[config.mk]
export PLATFORM = sky130hd
export DESIGN_NAME = trap_ctrl
export DESIGN_NICKNAME = d
export VERILOG_FILES = /design/src/rtl/trap_ctrl.sv
export SDC_FILE = /design/constraint.sdc
export NUM_CORES = 1
export LEC_CHECK = 0
export CAP_MARGIN = 15
export CORE_AREA = 2 2 180 94
export DETAILED_ROUTE_END_ITERATION = 8
export DIE_AREA = 0 0 182 96
export PLACE_DENSITY_LB_ADDON = 0.08
export SKIP_CTS_REPAIR_TIMING = 1
export SYNTH_ARGS = -nofsm -noshare
export SYNTH_HDL_FRONTEND = slang
export SYNTH_SLANG_ARGS = --single-unit
[constraint.sdc]
create_clock -name clk -period 11.7 [get_ports clk]
set_clock_uncertainty 0.2 [all_clocks]
set_input_delay 3.51 -clock clk [delete_from_list [all_inputs] [get_ports clk]]
set_output_delay 3.51 -clock clk [all_outputs]
set_load 0.02 [all_outputs]
[src/rtl/trap_ctrl.sv]
// Trap controller: owns the CSR write port, sequences reset init, trap entry and mret, and drives stall/flush/redirect.
// Build option TRAP_CTRL_VECTORED_EN: vectored interrupt targets when mtvec mode is 01.
module trap_ctrl #(
  parameter int          CSR_ADDRESS_WIDTH = 12,
  parameter logic [31:0] MTVEC_RESET       = 32'h0000_0100
) (
  input  logic                         clk,
  input  logic                         rst,
  input  logic                         ex_csr_we,
  input  logic [CSR_ADDRESS_WIDTH-1:0] ex_csr_waddr,
  input  logic [31:0]                  ex_csr_wdata,
  input  logic                         exc_valid,
  input  logic [3:0]                   exc_cause,
  input  logic [31:0]                  exc_pc,
  input  logic [31:0]                  exc_tval,
  input  logic                         mret_valid,
  input  logic                         irq_ext,
  input  logic                         irq_soft,
  input  logic                         irq_timer,
  input  logic                         int_ok,
  input  logic [31:0]                  int_pc,
  output logic                         csr_we,
  output logic [CSR_ADDRESS_WIDTH-1:0] csr_waddr,
  output logic [31:0]                  csr_wdata,
  output logic                         stall,
  output logic                         flush,
  output logic                         redirect_valid,
  output logic [31:0]                  redirect_pc
);

  localparam logic [3:0] S_HOLD    = 4'd0;
  localparam logic [3:0] S_INIT_ST = 4'd1;
  localparam logic [3:0] S_INIT_IE = 4'd2;
  localparam logic [3:0] S_INIT_TV = 4'd3;
  localparam logic [3:0] S_IDLE    = 4'd4;
  localparam logic [3:0] S_E_EPC   = 4'd5;
  localparam logic [3:0] S_E_CAUSE = 4'd6;
  localparam logic [3:0] S_E_TVAL  = 4'd7;
  localparam logic [3:0] S_E_ST    = 4'd8;
  localparam logic [3:0] S_M_ST    = 4'd9;

  localparam logic [CSR_ADDRESS_WIDTH-1:0] A_MSTATUS = CSR_ADDRESS_WIDTH'('h300);
  localparam logic [CSR_ADDRESS_WIDTH-1:0] A_MIE     = CSR_ADDRESS_WIDTH'('h304);
  localparam logic [CSR_ADDRESS_WIDTH-1:0] A_MTVEC   = CSR_ADDRESS_WIDTH'('h305);
  localparam logic [CSR_ADDRESS_WIDTH-1:0] A_MEPC    = CSR_ADDRESS_WIDTH'('h341);
  localparam logic [CSR_ADDRESS_WIDTH-1:0] A_MCAUSE  = CSR_ADDRESS_WIDTH'('h342);
  localparam logic [CSR_ADDRESS_WIDTH-1:0] A_MTVAL   = CSR_ADDRESS_WIDTH'('h343);

  logic [3:0]  state_q, state_d;
  logic [31:0] epc_q, epc_d;
  logic [31:0] cause_q, cause_d;
  logic [31:0] tval_q, tval_d;
  logic [31:0] sh_mstatus_q, sh_mie_q, sh_mtvec_q, sh_mepc_q;

  logic [31:0] irq_vec, irq_act;
  logic        int_pend;
  logic [3:0]  int_code;
  logic [31:0] st_trap, st_mret;
  logic [31:0] trap_target;

  assign irq_vec  = {20'b0, irq_ext, 3'b0, irq_timer, 3'b0, irq_soft, 3'b0};
  assign irq_act  = irq_vec & sh_mie_q;
  // A same-cycle EX CSR write wins; the interrupt is re-evaluated next cycle.
  assign int_pend = sh_mstatus_q[3] & int_ok & ~ex_csr_we & (|irq_act);

  always_comb begin
    int_code = 4'd7;
    if (irq_act[11])     int_code = 4'd11;
    else if (irq_act[3]) int_code = 4'd3;
  end

  // Trap entry: MPIE<-MIE, MIE<-0, MPP<-M. mret: MIE<-MPIE, MPIE<-1, MPP<-M.
  assign st_trap = {sh_mstatus_q[31:13], 2'b11, sh_mstatus_q[10:8], sh_mstatus_q[3],
                    sh_mstatus_q[6:4], 1'b0, sh_mstatus_q[2:0]};
  assign st_mret = {sh_mstatus_q[31:13], 2'b11, sh_mstatus_q[10:8], 1'b1,
                    sh_mstatus_q[6:4], sh_mstatus_q[7], sh_mstatus_q[2:0]};

`ifdef TRAP_CTRL_VECTORED_EN
  always_comb begin
    trap_target = {sh_mtvec_q[31:2], 2'b00};
    if (cause_q[31] && (sh_mtvec_q[1:0] == 2'b01))
      trap_target = {sh_mtvec_q[31:2], 2'b00} + {26'b0, cause_q[3:0], 2'b00};
  end
`else
  logic unused_mtvec_mode;
  assign unused_mtvec_mode = ^sh_mtvec_q[1:0];
  assign trap_target       = {sh_mtvec_q[31:2], 2'b00};
`endif

  always_comb begin
    state_d        = state_q;
    epc_d          = epc_q;
    cause_d        = cause_q;
    tval_d         = tval_q;
    csr_we         = 1'b0;
    csr_waddr      = '0;
    csr_wdata      = 32'h0;
    stall          = 1'b1;
    flush          = 1'b0;
    redirect_valid = 1'b0;
    redirect_pc    = 32'h0;
    case (state_q)
      S_HOLD: begin
        state_d = S_INIT_ST;
      end
      S_INIT_ST: begin
        csr_we    = 1'b1;
        csr_waddr = A_MSTATUS;
        state_d   = S_INIT_IE;
      end
      S_INIT_IE: begin
        csr_we    = 1'b1;
        csr_waddr = A_MIE;
        state_d   = S_INIT_TV;
      end
      S_INIT_TV: begin
        csr_we    = 1'b1;
        csr_waddr = A_MTVEC;
        csr_wdata = MTVEC_RESET;
        state_d   = S_IDLE;
      end
      S_IDLE: begin
        stall = 1'b0;
        if (exc_valid) begin
          stall   = 1'b1;
          flush   = 1'b1;
          epc_d   = exc_pc;
          cause_d = {28'b0, exc_cause};
          tval_d  = exc_tval;
          state_d = S_E_EPC;
        end else if (int_pend) begin
          stall   = 1'b1;
          flush   = 1'b1;
          epc_d   = int_pc;
          cause_d = {1'b1, 27'b0, int_code};
          tval_d  = 32'h0;
          state_d = S_E_EPC;
        end else if (mret_valid) begin
          stall   = 1'b1;
          state_d = S_M_ST;
        end else begin
          csr_we    = ex_csr_we;
          csr_waddr = ex_csr_waddr;
          csr_wdata = ex_csr_wdata;
        end
      end
      S_E_EPC: begin
        csr_we    = 1'b1;
        csr_waddr = A_MEPC;
        csr_wdata = epc_q;
        state_d   = S_E_CAUSE;
      end
      S_E_CAUSE: begin
        csr_we    = 1'b1;
        csr_waddr = A_MCAUSE;
        csr_wdata = cause_q;
        state_d   = S_E_TVAL;
      end
      S_E_TVAL: begin
        csr_we    = 1'b1;
        csr_waddr = A_MTVAL;
        csr_wdata = tval_q;
        state_d   = S_E_ST;
      end
      S_E_ST: begin
        csr_we         = 1'b1;
        csr_waddr      = A_MSTATUS;
        csr_wdata      = st_trap;
        redirect_valid = 1'b1;
        redirect_pc    = trap_target;
        state_d        = S_IDLE;
      end
      S_M_ST: begin
        csr_we         = 1'b1;
        csr_waddr      = A_MSTATUS;
        csr_wdata      = st_mret;
        redirect_valid = 1'b1;
        redirect_pc    = sh_mepc_q;
        state_d        = S_IDLE;
      end
      default: begin
        state_d = S_HOLD;
      end
    endcase
  end

  always_ff @(posedge clk or posedge rst) begin
    if (rst) begin
      state_q      <= S_HOLD;
      epc_q        <= 32'h0;
      cause_q      <= 32'h0;
      tval_q       <= 32'h0;
      sh_mstatus_q <= 32'h0;
      sh_mie_q     <= 32'h0;
      sh_mtvec_q   <= 32'h0;
      sh_mepc_q    <= 32'h0;
    end else begin
      state_q <= state_d;
      epc_q   <= epc_d;
      cause_q <= cause_d;
      tval_q  <= tval_d;
      if (state_q == S_HOLD) begin
        sh_mstatus_q <= 32'h0;
        sh_mie_q     <= 32'h0;
        sh_mtvec_q   <= 32'h0;
        sh_mepc_q    <= 32'h0;
      end else if (csr_we) begin
        // Shadows track the write port so they never diverge from the CSR file.
        case (csr_waddr)
          A_MSTATUS: sh_mstatus_q <= csr_wdata;
          A_MIE:     sh_mie_q     <= csr_wdata;
          A_MTVEC:   sh_mtvec_q   <= csr_wdata;
          A_MEPC:    sh_mepc_q    <= csr_wdata;
          default:   ;
        endcase
      end
    end
  end

endmodule

==> metrics.csv, run 1 <==
stage,metric,value,unit
run_status,run status,"complete, no violations",
sta,slew at the pin closest to its max-slew limit,0.930,ns
yosys,largest cells by area after synthesis,"dfrtp_1 52%, mux2i_1 12%, a22o_1 6.7%",
sta,final worst slack,1.64,ns
sta,final-report max-slew violation count,0,
yosys,share of the synthesized area in compound gates (AO/OA/AOI/OAI),19.4,%
yosys,Synth Flop Type,dfrtp_1,
finish,final standard cell area without fillers,11200,µm²
worst_setup_path,worst reg-to-reg path cell count,8,
yosys,Seq cells post-synth,168,
finish,ant diodes,0,
clocking,number of levels in the clock H-tree,4,
clocking,CTS tree,built,
grt,aggregate global-route resource usage,33.3,%
worst_setup_path,launching element type of the critical path,primary input,
min_path,number of cells traversed by the worst hold path,2,
power_and_ir_drop,highest ir drop seen on vdd,0.000148,V
placement,last weighted congestion value of the routability-driven placer,0.916,
yosys,proportion of netlist area held by the largest area contributor,51.8,%
drt,DRC errors left,0,
drt,vias after detailed routing,7284,
clocking,later-pin clock latency in the skew report,0.43,ns
worst_setup_path,Critical Path AT,6.35,ns
die,number of top-level pins,233,
drt,number of DRC violations after detailed-routing iteration 0,895,
clocking,root buffer cell,clkbuf_16,
die,placeable core region,15900,µm²
placement,placed instance area,10600,µm²
worst_setup_path,CP endpoint kind,primary output,
yosys,Synth Cell Area,8110,µm²
finish,Area Overhead vs Synth,38.2,%
worst_setup_path,worst reg2reg path endpoint,sh_mtvec_q[6],
placement,sum of net half-perimeters after detailed placement,20.8,mm
drt,number of nets with antenna violations after routing,0,
min_path,worst hold endpoint,epc_q[7],
yosys,multiplexer share of the synthesized area,12.0,%
sta,aggregate negative setup slack,0,ns
grt,first-pass GRT wire length,42.3,mm
yosys,average size of a mapped cell,10.3,µm²
yosys,fraction of synthesis flops using an asynchronous set or reset pin,100,%
job,number of max-cap violations,0,
yosys,Post-Synth XOR/XNOR Area,0.216,%
die,vertical die dimension,96,µm
yosys,Synth Area in Simple Gates,11.1,%
die,die extent in x,182,µm
sta,setup repair after global routing missed its margin,false,
min_path,worst hold start,epc_q[7],
yosys,sequential area share after synthesis,51.8,%
die,Total Die Area,17500,µm²
finish,number of nets in the layout,1138,
drt,Final Routed Wirelength,28.5,mm
worst_setup_path,largest driver fanout on the critical path,27,
sta,Hold WS,0.285,ns
yosys,dominant combinational cell family by area after synthesis,compound AO/OA/AOI/OAI gates,
clocking,number of sinks driven by the clock tree,168,
power_and_ir_drop,Cell Pwr Density,242,nW/µm²
finish,most frequent cells in the layout,"231 x clkdlybuf4s50_1, 168 x dfrtp_1, 121 x nand2_1, 97 x mux2i_1, 68 x o21ai_0",
worst_setup_path,required time of the critical path,7.99,ns
min_path,path class of the lowest-slack min-delay path,reg -> reg,
finish,fin util,70.3,%
drt,number of vias per cell,6.03,
yosys,number of flops mapped to enable cells by yosys,0,
sta,Peak Freq,0.0994,GHz
worst_setup_path,worst-case register-to-register setup slack,7.45,ns
yosys,instance count of the mapped netlist,786,
worst_setup_path,CP Class,in -> out,
drt,number of optimization iterations in the first detailed-route pass,7,
placement,number of port buffers,232,
yosys,post-synthesis net count,939,
yosys,adder-cell share of the synthesized area,0,%
clocking,clock transition at the register clock pins on the worst setup and hold paths after CTS,0.07,ns
sta,post-route clock period utilization,86.0,%
sta,Relative slew margins,38.0,%
grt,maximum number of pins on one net before global-route repair,101,
clocking,CTS buffer count,17,
finish,"commonest non-fill, non-tap cell in the layout",clkdlybuf4s50_1,
yosys,Cell variety after synth,40,
drt,detail-routed net length per standard cell,23.6,µm
sta,min cycle time layout,10.06,ns
yosys,leading area contributor after synthesis,dfrtp_1,
placement,worst setup slack after placement,1.71,ns
grt,vias in the first global route,6863,
power_and_ir_drop,Pleak,5.03,nW
clocking,maximum root-to-sink buffer count,2,
die,# rows,33,
finish,Filler Cell Count,1163,
sta,setup-violating endpoint count in the final report,0,
worst_setup_path,Worst R2R Start,state_q[0],
yosys,Yosys Warn Count,0,
sta,Final Hold Violating Endpoints,0,
grt,global route total overflow,0,
die,effective utilization at floorplan,50.9,%
grt,initial antenna violation count,1,
finish,share of cells above drive strength 1,6.01,%
[registers in the layout (all words and copies together) (netlist names)]
signal and cells:
tval_q 32, sh_mstatus_q 30, cause_q 5, epc_q 32, state_q 4, sh_mtvec_q 30, sh_mepc_q 32, sh_mie_q 3
[worst max path at each step]
stage	slack, ns	end	start	depth (start not counted)
6_report	1.64	csr_wdata[13]	irq_soft	7
3_5_place_dp	1.71	csr_wdata[13]	irq_soft	7
4_1_cts	1.72	csr_wdata[13]	irq_soft	7
3_3_place_gp	1.93	csr_wdata[4]	irq_soft	7
2_1_floorplan	2.76	csr_waddr[3]	irq_soft	6
5_1_grt	1.53	csr_wdata[14]	irq_soft	7
[Yosys cell counts, types with 3 or more instances]
master / instances
buf_6: 3
a221oi_1: 4
clkbuf_1: 53
a21oi_1: 13
nor4_1: 3
inv_1: 40
nor2_1: 12
nor3_1: 3
buf_1: 7
nand2_1: 122
a222oi_1: 28
a22o_1: 62
o21ai_0: 69
dfrtp_1: 168
a221o_1: 3
buf_4: 3
buf_2: 3
and2_1: 11
a21boi_0: 23
mux2i_1: 97
nand3_1: 32
[critical path: stages]
cell and delay [ns]:
clkdlybuf4s50_1 0.42, a222oi_1 0.61, o211a_1 0.37, buf_4 0.33, a21boi_0 0.33, inv_1 0.16, clkdlybuf4s50_1 0.61
[per-layer routing]
| layer | track usage [%] | vias up | wire length (µm) |
|---|---|---|---|
| met5 | 0 | - | 0 |
| met4 | 6.18 | 0 | 224 |
| met3 | 13.7 | 19 | 4550 |
| met2 | 41.1 | 490 | 10700 |
| met1 | 52.9 | 3547 | 13100 |
| li1 | - | 3228 | - |
[layout make-up]
cell class / instances / area (µm²) / share of cell area, %
clock inverter: 14 / 185 / 1.65
clock buffer: 18 / 439 / 3.92
tap: 210 / 263 / 2.34
multi-input combinational: 509 / 3500 / 31.2
inverter: 40 / 155 / 1.38
sequential: 168 / 4200 / 37.5
timing repair buffer: 249 / 2460 / 22.0
[cell families (layout without fill, tap and decap cells)]
group,count (synthesis),in the layout
muxes,97,97
xor gates and xnor gates,2,2
and+or+nand+nor,196,196
DFF,168,168
AOI/OAI and AO/OA,214,214
buffers and inverters,109,321
[stage by stage]
stage / total power, mW / instances
4_1_cts: 2.69 / 1207
5_1_grt: 2.84 / 1208
3_5_place_dp: 2.09 / 1175
6_report: 2.72 / 1208
3_3_place_gp: 2.05 / 1175
2_1_floorplan: 1.62 / 786
[power by group]
part | switching, mW | internal (mW) | total [mW] | leakage [nW]
clock | 0.251 | 0.348 | 0.600 | 0.309
sequential | 0.200 | 0.803 | 1.00 | 2.23
combinational | 0.659 | 0.454 | 1.11 | 2.49
Power figures use the tool's default switching activity.
==> run 2, diff against run 1 <==
Settings changed: HOLD_SLACK_MARGIN set to 0.08, SETUP_SLACK_MARGIN set to 0.05.
==> results of run 2 <==
Final layout, timing and power as in run 1 (identical DEF).
